**config.mk**
```make
export PLATFORM = sky130hd
export DESIGN_NAME = conv33_bias_add
export DESIGN_NICKNAME = d
export VERILOG_FILES = /design/src/rtl/conv33_bias_add.sv
export SDC_FILE = /design/constraint.sdc
export NUM_CORES = 1
export LEC_CHECK = 0
export CORE_AREA = 2 2 107 109
export DETAILED_ROUTE_END_ITERATION = 10
export DIE_AREA = 0 0 109 111
export PLACE_DENSITY = 0.74
export SYNTH_ARGS = -nofsm -noshare
export SYNTH_HDL_FRONTEND = slang
export SYNTH_SLANG_ARGS = --single-unit
```
**constraint.sdc**
```tcl
create_clock -name clk -period 3.1 [get_ports clk]
set_input_delay 0.62 -clock clk [delete_from_list [all_inputs] [get_ports clk]]
set_output_delay 0.62 -clock clk [all_outputs]
set_load 0.01 [all_outputs]
```
**src/rtl/conv33_bias_add.sv**
```systemverilog
// -----------------------------------------------------------------------------
// conv33_bias_add
//   Per output channel: requests one bias from the conv33 bias stage, captures
//   it, then accepts PIX_PER_CH accumulator sums. Each sum has the bias added,
//   is rounded (half up), arithmetically right-shifted by SHIFT and saturated
//   to OUT_WIDTH signed bits. Results leave through a 2-stage valid/ready
//   pipeline that freezes completely while the output is back-pressured.
//
// Configuration macro:
//   CONV33_RELU_EN  defined   -> negative requantized values clamp to 0
//                   undefined -> signed saturation only
//
// Ports:
//   clk           rising-edge clock
//   rst_n         asynchronous active-low reset
//   start         begin one channel (sampled only while idle)
//   bias_read_en  1-cycle read request to the bias stage
//   bias_in       bias value returned by the bias stage
//   bias_valid    bias_in valid (only honoured while waiting for the bias)
//   acc_in        signed accumulator sum
//   acc_valid     acc_in valid
//   acc_ready     sum accepted on acc_valid & acc_ready
//   out_data      quantized pixel
//   out_valid     out_data valid, held stable until out_ready
//   out_ready     downstream accept
//   ch_done       1-cycle pulse after the last pixel of a channel is accepted
//   busy          high whenever the block is not idle
// -----------------------------------------------------------------------------
module conv33_bias_add #(
  parameter int ACC_WIDTH  = 32,
  parameter int BIAS_WIDTH = 32,
  parameter int OUT_WIDTH  = 8,
  parameter int SHIFT      = 8,
  parameter int PIX_PER_CH = 16
) (
  input  logic                  clk,
  input  logic                  rst_n,
  input  logic                  start,
  output logic                  bias_read_en,
  input  logic [BIAS_WIDTH-1:0] bias_in,
  input  logic                  bias_valid,
  input  logic [ACC_WIDTH-1:0]  acc_in,
  input  logic                  acc_valid,
  output logic                  acc_ready,
  output logic [OUT_WIDTH-1:0]  out_data,
  output logic                  out_valid,
  input  logic                  out_ready,
  output logic                  ch_done,
  output logic                  busy
);

  localparam int SUM_W  = ACC_WIDTH + 1;   // bias-added sum, cannot overflow
  localparam int RND_W  = ACC_WIDTH + 2;   // one more bit for the rounding add
  localparam int CNT_W  = $clog2(PIX_PER_CH + 1);
  localparam int RND_SH = (SHIFT > 0) ? (SHIFT - 1) : 0;

  localparam logic [CNT_W-1:0] PIX_C  = CNT_W'(PIX_PER_CH);
  localparam logic [CNT_W-1:0] LAST_C = CNT_W'(PIX_PER_CH - 1);

  localparam logic signed [RND_W-1:0] RND_C =
    (SHIFT > 0) ? RND_W'(64'sd1 <<< RND_SH) : RND_W'(64'sd0);
  localparam logic signed [RND_W-1:0] SAT_MAX_C =
    RND_W'((64'sd1 <<< (OUT_WIDTH - 1)) - 64'sd1);
  localparam logic signed [RND_W-1:0] SAT_MIN_C =
    RND_W'(-(64'sd1 <<< (OUT_WIDTH - 1)));

  typedef enum logic [2:0] {
    ST_IDLE   = 3'd0,
    ST_REQ    = 3'd1,
    ST_WAIT_B = 3'd2,
    ST_RUN    = 3'd3,
    ST_DONE   = 3'd4
  } state_t;

  state_t                  state_r;
  state_t                  state_nxt_s;
  logic [BIAS_WIDTH-1:0]   bias_r;
  logic [CNT_W-1:0]        in_cnt_r;
  logic [CNT_W-1:0]        out_cnt_r;
  logic                    s1_valid_r;
  logic signed [SUM_W-1:0] s1_sum_r;
  logic                    out_valid_r;
  logic [OUT_WIDTH-1:0]    out_data_r;
  logic                    bias_read_en_r;
  logic                    busy_r;
  logic                    ch_done_r;
  logic                    stall_s;
  logic                    acc_ready_s;
  logic                    acc_fire_s;
  logic                    out_fire_s;
  logic signed [SUM_W-1:0] sum_s;

  // Round half up, arithmetic shift, optional ReLU, then signed saturation.
  function automatic logic [OUT_WIDTH-1:0] requant(input logic signed [SUM_W-1:0] sum);
    logic signed [RND_W-1:0] t;
    logic signed [RND_W-1:0] r;
    logic [OUT_WIDTH-1:0]    q;
    t = {sum[SUM_W-1], sum} + RND_C;
    r = t >>> SHIFT;
`ifdef CONV33_RELU_EN
    if (r[RND_W-1]) begin
      r = RND_W'(64'sd0);
    end else begin
      r = r;
    end
`endif
    if (r > SAT_MAX_C) begin
      q = SAT_MAX_C[OUT_WIDTH-1:0];
    end else if (r < SAT_MIN_C) begin
      q = SAT_MIN_C[OUT_WIDTH-1:0];
    end else begin
      q = r[OUT_WIDTH-1:0];
    end
    return q;
  endfunction

  // A held, un-accepted output freezes the whole pipeline and input side.
  assign stall_s     = out_valid_r & ~out_ready;
  assign acc_ready_s = (state_r == ST_RUN) & (in_cnt_r < PIX_C) & ~stall_s;
  assign acc_fire_s  = acc_valid & acc_ready_s;
  assign out_fire_s  = out_valid_r & out_ready;

  // Both operands sign-extended to ACC_WIDTH+1 bits so the add never wraps.
  assign sum_s = {acc_in[ACC_WIDTH-1], acc_in}
               + {{(SUM_W - BIAS_WIDTH){bias_r[BIAS_WIDTH-1]}}, bias_r};

  assign bias_read_en = bias_read_en_r;
  assign busy         = busy_r;
  assign ch_done      = ch_done_r;
  assign acc_ready    = acc_ready_s;
  assign out_valid    = out_valid_r;
  assign out_data     = out_data_r;

  // Channel sequencing: next-state decode.
  always_comb begin
    state_nxt_s = state_r;
    case (state_r)
      ST_IDLE: begin
        if (start) begin
          state_nxt_s = ST_REQ;
        end else begin
          state_nxt_s = ST_IDLE;
        end
      end
      ST_REQ: begin
        state_nxt_s = ST_WAIT_B;
      end
      ST_WAIT_B: begin
        if (bias_valid) begin
          state_nxt_s = ST_RUN;
        end else begin
          state_nxt_s = ST_WAIT_B;
        end
      end
      ST_RUN: begin
        // Leave on the final downstream handshake so ch_done lands one cycle later.
        if (out_fire_s && (out_cnt_r == LAST_C)) begin
          state_nxt_s = ST_DONE;
        end else begin
          state_nxt_s = ST_RUN;
        end
      end
      ST_DONE: begin
        state_nxt_s = ST_IDLE;
      end
      default: begin
        state_nxt_s = ST_IDLE;
      end
    endcase
  end

  // State register plus status outputs registered from the next state.
  always_ff @(posedge clk or negedge rst_n) begin
    if (!rst_n) begin
      state_r        <= ST_IDLE;
      bias_read_en_r <= 1'b0;
      busy_r         <= 1'b0;
      ch_done_r      <= 1'b0;
    end else begin
      state_r        <= state_nxt_s;
      bias_read_en_r <= (state_nxt_s == ST_REQ);
      busy_r         <= (state_nxt_s != ST_IDLE);
      ch_done_r      <= (state_nxt_s == ST_DONE);
    end
  end

  // Bias capture, only while waiting for the bias stage's answer.
  always_ff @(posedge clk or negedge rst_n) begin
    if (!rst_n) begin
      bias_r <= {BIAS_WIDTH{1'b0}};
    end else if ((state_r == ST_WAIT_B) && bias_valid) begin
      bias_r <= bias_in;
    end
  end

  // Per-channel input/output counters, cleared on the way out of the channel.
  always_ff @(posedge clk or negedge rst_n) begin
    if (!rst_n) begin
      in_cnt_r  <= {CNT_W{1'b0}};
      out_cnt_r <= {CNT_W{1'b0}};
    end else if (state_r == ST_DONE) begin
      in_cnt_r  <= {CNT_W{1'b0}};
      out_cnt_r <= {CNT_W{1'b0}};
    end else begin
      if (acc_fire_s) begin
        in_cnt_r <= in_cnt_r + CNT_W'(1);
      end
      if (out_fire_s && (state_r == ST_RUN)) begin
        out_cnt_r <= out_cnt_r + CNT_W'(1);
      end
    end
  end

  // Two-stage datapath: S1 holds the biased sum, S2 the quantized pixel.
  always_ff @(posedge clk or negedge rst_n) begin
    if (!rst_n) begin
      s1_valid_r  <= 1'b0;
      s1_sum_r    <= {SUM_W{1'b0}};
      out_valid_r <= 1'b0;
      out_data_r  <= {OUT_WIDTH{1'b0}};
    end else if (!stall_s) begin
      s1_valid_r  <= acc_fire_s;
      if (acc_fire_s) begin
        s1_sum_r <= sum_s;
      end
      out_valid_r <= s1_valid_r;
      if (s1_valid_r) begin
        out_data_r <= requant(s1_sum_r);
      end
    end
  end

endmodule

```
* Word-level counts from Yosys, hierarchy flattened
Cells that the tools add are included.
** Storage, ports and cells
- Logic and storage cells :: 51
- Register bits after elaboration :: 91
- ROM bits :: 0
- Bits in latches :: 0
- Input port bits :: 70
- Memories :: 0
- RAM bits :: 0
** Cells by class
- Multiply operators :: 0
- Bitwise operators :: 7
- Equal/unequal tests :: 7
- Divide/modulo/power cells :: 0
- Reductions and logical operators :: 9
- Add/sub/neg operators :: 4
- Shifts and indexed selects :: 0
- Mux-type cells :: 10
- Order comparisons :: 3
** Operator list (number)
- adder 33 x 9 -> 34 bit, second input constant :: 1
- adder 32 x 32 -> 33 bit :: 1
- greater-than comparator 26 x 8 -> 1 bit, second input constant :: 1
- < comparator 26 x 8 -> 1 bit, second input constant :: 1
- two-way mux 5 bit :: 4
- two-way mux 8 bit :: 2
- case mux 3 bit (4 select lines) :: 1
- adder 5 x 1 -> 5 bit, second input constant :: 2
- == test 3 x 1 -> 1 bit, second input constant :: 2
- == test 3 x 2 -> 1 bit, second input constant :: 2
- == test 3 bit, second input constant :: 2
- bitwise AND 1 bit :: 5
- == test 5 x 4 -> 1 bit, second input constant :: 1
- < comparator 5 bit, second input constant :: 1
- AND reduction 2 bit :: 2
- nonzero test 2 bit :: 2
- logical AND 1 bit :: 3
- logical NOT 3 bit :: 1
- two-way mux 3 bit :: 1
- nonzero test 3 bit :: 1
- two-way mux 1 bit :: 2
- NOT 1 bit :: 2

* Longest topological paths before layout
- Depth in word-level cells :: 7
- Gate-level depth with buffers :: 9

* Worst setup path before layout
Ideal clock, no wire load.
- Path type :: register to register
- Start :: register s1_sum_r[9]
- End :: register out_data_r[0] (netlist: out_data[0])
- Slack :: 0.369 ns
- Required time :: 2.954 ns
- Arrival :: 2.585 ns
- Stages on the path, launching flop included :: 10
- Library setup time :: 0.146 ns
- Buffers on the path :: 1
- Clock period less this slack :: 2.731 ns
- Cell sequence :: dfrtp_1 clkbuf_2 nand3_2 or4_4 nor2_1 nand3b_1 xnor2_1 or4_1 o41ai_4 o22ai_1
** On the way
- Word-level cells in the longest chain between the ends :: 4
- Elaborated cells on any way between the ends :: 5
- Classes of those cells :: 1 x add/sub; 2 x order compare; 2 x mux
** RTL lines
- start, declared :: RTL line 81 : logic signed [SUM_W-1:0] s1_sum_r;
- start signal, assigned :: RTL line 218 : s1_sum_r <= {SUM_W{1'b0}};
- start signal, assigned :: RTL line 224 : s1_sum_r <= sum_s;
- adder 33 x 9 -> 34 bit (*) :: RTL line 98 : t = {sum[SUM_W-1], sum} + RND_C;
- < comparator 26 x 8 -> 1 bit :: RTL line 109 : end else if (r < SAT_MIN_C) begin
- two-way mux 8 bit :: RTL line 109
- two-way mux 8 bit (*) :: RTL line 107 : if (r > SAT_MAX_C) begin
- end signal, assigned :: RTL line 220 : out_data_r <= {OUT_WIDTH{1'b0}};
- end signal, assigned :: RTL line 228 : out_data_r <= requant(s1_sum_r);
- end, declared :: RTL line 83 : logic [OUT_WIDTH-1:0] out_data_r;
Every way passes the cells marked *; elsewhere a longest branch is shown, timed or not.
A chain may end at the register's enable or synchronous reset.

* Worst setup path in the final report
- Start :: register s1_sum_r[11]
- End :: register out_data_r[1] (netlist: out_data[1])
Same word-level chain as after synthesis.

==> out/qor.csv <==
stage,metric,value,unit
clocking,CTS tree,done,
worst_setup_path,CP endpoint kind,register,
status,status,completed,
yosys,Mapped Cells,541,
placement,DP HPWL,9350,um
die,die width,109,um
worst_setup_path,"Req. time, crit path",3.31,ns
timing,Max Fclk,338,MHz
timing,Final Slew Violations,0,
worst_setup_path,"Critical Path, Cell by Cell",nand3_2 -> or4_4 -> nor2_1 -> nand3b_1 -> xnor2_1 -> or4_1 -> o41ai_4 -> buf_4 -> o22ai_1,
routing,routed len/inst,15.1,um
global_routing,initial antenna violation count,0,
power_and_ir_drop,Worst VDD drop,0.406,mV
global_routing,number of global-route vias before repair,4354,
timing,relative slew slack,28.2,%
timing,Final Hold Vio Count,0,
yosys,Post-Syn Area,0.00515,mm^2
die,die height,111,um
clocking,"Reg clk slew, reported paths",0.07,ns
worst_setup_path,Setup CP Type,reg2reg,
timing,worst setup margin,0.144,ns
routing,drt pass-1 iters,5,
routing,Via density,5.49,
routing,via count,4484,
die,initial core utilization,46.5,%
timing,Setup Skew,0.00969,ns
run,max cap viols,0,
power_and_ir_drop,leakage power,2.94,nW
routing,Routed Antenna Nets,0,
power_and_ir_drop,PD cells,966,mW/mm^2
yosys,"Net Count, Synth",646,
finish,Final Net Count,774,
finish,final core occ,62.0,%
placement,DP Cell Count,799,
yosys,synth warn,0,
yosys,"Seq/Total Area, Yosys",40.8,%
power_and_ir_drop,Pwr Total,6.64,mW
routing,# DRC,0,
yosys,Synth cell types,58,
die,row cnt,39,
timing,setup tns final,0,ns
timing,final period utilization,95.4,%
finish,Final Cell Area,0.00687,mm^2
yosys,Seq cells post-synth,84,
finish,"non-filler cells, final",817,
die,I/O pins,83,
yosys,Post-synth EDFFs,0,
clocking,Clock Sinks,84,
worst_setup_path,CP Max Fanout,7,
clocking,root buf cell,clkbuf_16,
clocking,CTS Buf Count,9,
timing,post-route minimum period,2.96,ns
placement,pre-CTS setup slack,-0.366,ns
die,Core ar.,0.0111,mm^2
global_routing,gr ovfl total,0,
yosys,"Primary FF master, synth",dfrtp_1,
global_routing,total track usage,21.3,%
worst_setup_path,CP max stage cell,or4_4,
yosys,Async SR Flop Fraction,100,%
finish,Area Overhead vs Synth,33.4,%
finish,layout cell share with drive strength beyond 1,18.1,%
timing,final hold slack,0.420,ns
timing,RSZ-0062 raised after global routing,no,
timing,Worst-Margin Slew,1.08,ns
timing,setup violators final,0,
finish,Diodes inserted,0,
routing,number of DRC markers in iteration 0,189,
global_routing,global-route wire length before repair,20400,um
placement,Buffers on Ports,82,
worst_setup_path,CP peak stage delay,0.60,ns
worst_setup_path,Critical Path Start Type,register,
placement,placed inst area,0.00647,mm^2
die,die area,0.0121,mm^2
worst_hold_path,Hold Crit Class,in2async,
clocking,Max clock buf depth,2,
clocking,"Hold-fix buffers, CTS",0,
placement,gp weighted congestion,0.861,
worst_setup_path,critical path arrival,3.16,ns
routing,routed wire length,12300,um
yosys,Synth Area per Inst,9.52,um^2
global_routing,largest net degree at the start of global routing,85,
clocking,htree depth,3,
clocking,Skew-Pair Late Insertion Delay,0.34,ns
cell usage after synthesis, types with 2 or more instances:
cell	number	area (um^2)
dfrtp_1	84	2100
nand2_1	55	206
nor2_1	43	161
o21ai_0	38	190
mux2_2	36	405
ha_1	35	438
a21oi_1	34	170
xnor2_1	20	175
nand3_1	19	95.1
inv_1	16	60.1
xor2_1	15	131
clkbuf_1	14	52.6
nand4_1	12	75.1
o22ai_1	10	62.6
and2_1	8	50.1
o31ai_1	7	52.6
a31oi_1	6	37.5
nand2b_1	6	37.5
nor2b_1	6	37.5
nor3_1	6	30.0
nor4_1	6	37.5
and3_1	5	31.3
or3_1	5	31.3
a211oi_1	4	30.0
a21o_1	4	30.0
o211ai_1	4	30.0
a21boi_0	3	22.5
nor3b_1	3	22.5
o21bai_1	3	22.5
nand3_2	2	20.0
nand3b_1	2	15.0
o2111ai_1	2	17.5
o21a_1	2	15.0
o22a_1	2	17.5
power by group:
group	switching, mW	internal, mW	total [mW]
clock network	0.480	0.719	1.20
logic	1.62	1.69	3.31
registers	0.507	1.62	2.13
total	2.61	4.03	6.64
routing by layer:
metal  wire [um]  GRT usage, %
met5           0             0
met4         221          7.35
met3         628          4.17
met2        6000          34.9
met1        5480          27.9
area by class of cell:
cell class / count / area (um^2)
Inverter: 16 / 60.1
Fill cell: 925 / 4210
Clock inverter: 7 / 105
Multi-Input combinational cell: 424 / 2990
Timing Repair Buffer: 134 / 1210
Clock buffer: 9 / 225
Sequential cell: 84 / 2100
Tap cell: 143 / 179
logic make-up (layout without fill, tap and decap cells):
logic type	Yosys count	count (layout)	synth area share, %
AOI/OAI and AO/OA	132	132	16.4
xor gates and xnor gates	35	35	5.95
adders and majority gates	35	35	8.50
buffers and inverters	33	166	2.53
DFF	84	84	40.8
muxes	37	37	8.07
and+or+nand+nor	185	185	17.8
worst paths after layout:
path                       depth (start not counted)  slack (ns)         start     endpoint
max reg2reg                                        9        0.14  s1_sum_r[11]  out_data[1]
max in group asynchronous                          1        1.91         rst_n  out_data[1]
min in group clk                                   1        0.51     bias_r[7]    bias_r[7]
min                                                1        0.42         rst_n   bias_r[15]
min reg2reg                                        1        0.51     bias_r[7]    bias_r[7]
max                                                9        0.14  s1_sum_r[11]  out_data[1]
cells in the final DEF, fill, tap and decap left out, types with 3 or more instances in the layout:
cell	count
o211ai_1	4
nand4_1	12
clkdlybuf4s50_1	81
a21o_1	4
nor3b_1	3
ha_1	35
a31oi_1	6
nand2_1	55
xnor2_1	20
dfrtp_1	84
nor2_1	43
o31ai_1	6
and2_1	8
and3_1	5
a21oi_1	33
nand3_1	19
nand2b_1	6
mux2_2	36
o21bai_1	3
buf_4	53
o21ai_0	38
inv_1	16
nor4_1	5
nor3_1	6
clkbuf_16	9
nor2b_1	6
o22ai_1	10
xor2_1	15
a211oi_1	3
or3_1	5
worst max-delay path, delay by kind of cell, from the launching register on:
| family | cells | cell delay, ns |
|---|---|---|
| flip-flops | 1 | 0.46 |
| AO/OA/AOI/OAI | 2 | 0.39 |
| buffers and inverters | 1 | 0.19 |
| XOR/XNOR | 1 | 0.13 |
| AND/OR/NAND/NOR | 5 | 1.64 |
flip-flops by register name, summed over array words and instances (netlist names):
signal        count
bias_r           32
out_data          8
ch_done           1
in_cnt_r          5
out_valid         1
out_cnt_r         5
s1_sum_r         26
bias_read_en      1
s1_valid_r        1
state_r           3
busy              1
what timing repair did:
action,in CTS,in global routing
setup endpoints to repair,0,14
gates resized for setup,0,10
setup buffers,0,2
Note: power is estimated with default switching activity, not from simulation.
==> RTL change (same settings) <==
The option `CONV33_RELU_EN` is turned on by a define.
--- a/src/rtl/conv33_bias_add.sv
+++ b/src/rtl/conv33_bias_add.sv
@@ -28,2 +28,4 @@
 // -----------------------------------------------------------------------------
+`define CONV33_RELU_EN
+
 module conv33_bias_add #(
Formal check against the unedited RTL: not equivalent (a bounded check fails within 10 cycles, from zero or initial values and one cycle with rst_n low).
==> RTL change against the unedited design <==
  * Sequential cell count unchanged
  * Sequential power decreased by 2%
  * Global-route usage is 0.18 points lower
  * Setup slack lost 90 ps
  * Total power is 1.1% lower
  * Routed wire length rose by 0.56%
  * Final area decreased by 1.3%
  * Final cell count decreased by 3.4%
  * Clock power down 13%
  * Synthesized area shrank 1.0%
  * Sequential share of layout area up 0.39 points
  * Critical path type is now in -> reg
  * Largest power group unchanged
==> RTL change: results (changes against the unedited design) <==
WL met1=5.31 mm (-3.2%); slew margin rel.=0.284 (+0.00231); Peak Freq=328 MHz (-3.0%); seq_cells=84 (unchanged); Compound-Gate Fraction of Synth Area=0.161 (-0.00277); count of unique library cells instantiated by Yosys=62 (+6.9%); P&R area growth vs syn=33.1%; Largest delay share family, worst path=compound AO/OA/AOI/OAI gates; worst stage delay on the critical path=440 ps (-160 ps); dpl cells=771 (-3.5%); # fillers=898 (-2.9%); xor-xnor portion of the synthesized cell area=0.0533 (-0.00627); RR Endpoint=out_data[6]$_DFFE_PN0P_; Syn Nets=627 (-2.9%); Finished Layout Cells=789 (-3.4%); met1 Resource Use GR=0.281 (+0.00211); Multi-input gate area=3030 sq um (+1.2%); Max FO, Critical Path=4 (-3); share of post-route cells with drive strength above 1=0.186 (+0.00475); dpl ws=-405 ps (-38.8 ps); post-synthesis mux area share=0.0768 (-0.00385); Critical Path Slowest Stage Cell=clkdlybuf4s50_1; #MultiIn Comb=410 (-3.3%); worst r2r src=s1_sum_r[8]$_DFFE_PN0P_; dpl hpwl=8.99 mm (-3.9%); run status=completed; Signal buffers=126 (-6.0%); GR Util met2=0.344 (-0.00538); Post-Syn Area per Cell=9.77 sq um (+2.6%); VDD IR max=0.438 mV (+7.6%); Met2 Routed Length=6.25 mm (+4.2%); Routed wire per std cell=15.7 um (+4.1%); drt via density=5.64 (+2.8%); DR pass1 iterations=4 (-1); Layout non-clock buf frac=0.170 (-0.00588); Non-CTS inverters=10 (-6); worst hold margin=469 ps (+48.8 ps); Clock Network Area Fraction=0.0422 (-0.00584); Seq/Total Area, Yosys=0.412 (+0.00411); final net count=746 (-3.6%)
==> RTL change: what timing repair did <==
action                                 in CTS  in global routing
pin swaps                                   0                 12
buffers inserted                            0                  2
hold buffers                                0                  0
resized for setup                           2                 19
cloned                                      0                  0
endpoints found under the hold margin       0                  0
setup endpoints to repair                   2                 11
==> RTL change: metrics by stage <==
stage / instance area, sq um / total power, uW / util
6_report: 6780 / 6570 / 0.612
5_1_grt: 6780 / 7070 / 0.612
4_1_cts: 6660 / 6410 / 0.601
3_5_place_dp: 6360 / 5320 / 0.574
3_3_place_gp: 6360 / 5160 / 0.574
2_1_floorplan: 5100 / 4160 / -
==> RTL change: power groups by stage <==
stage / logic, uW / registers, uW / clock network, uW
6_report: 3450 / 2080 / 1040
3_5_place_dp: 3240 / 2070 / 0
5_1_grt: 3820 / 2150 / 1100
4_1_cts: 3290 / 2060 / 1060
2_1_floorplan: 2190 / 1970 / 0
3_3_place_gp: 3120 / 2030 / 0
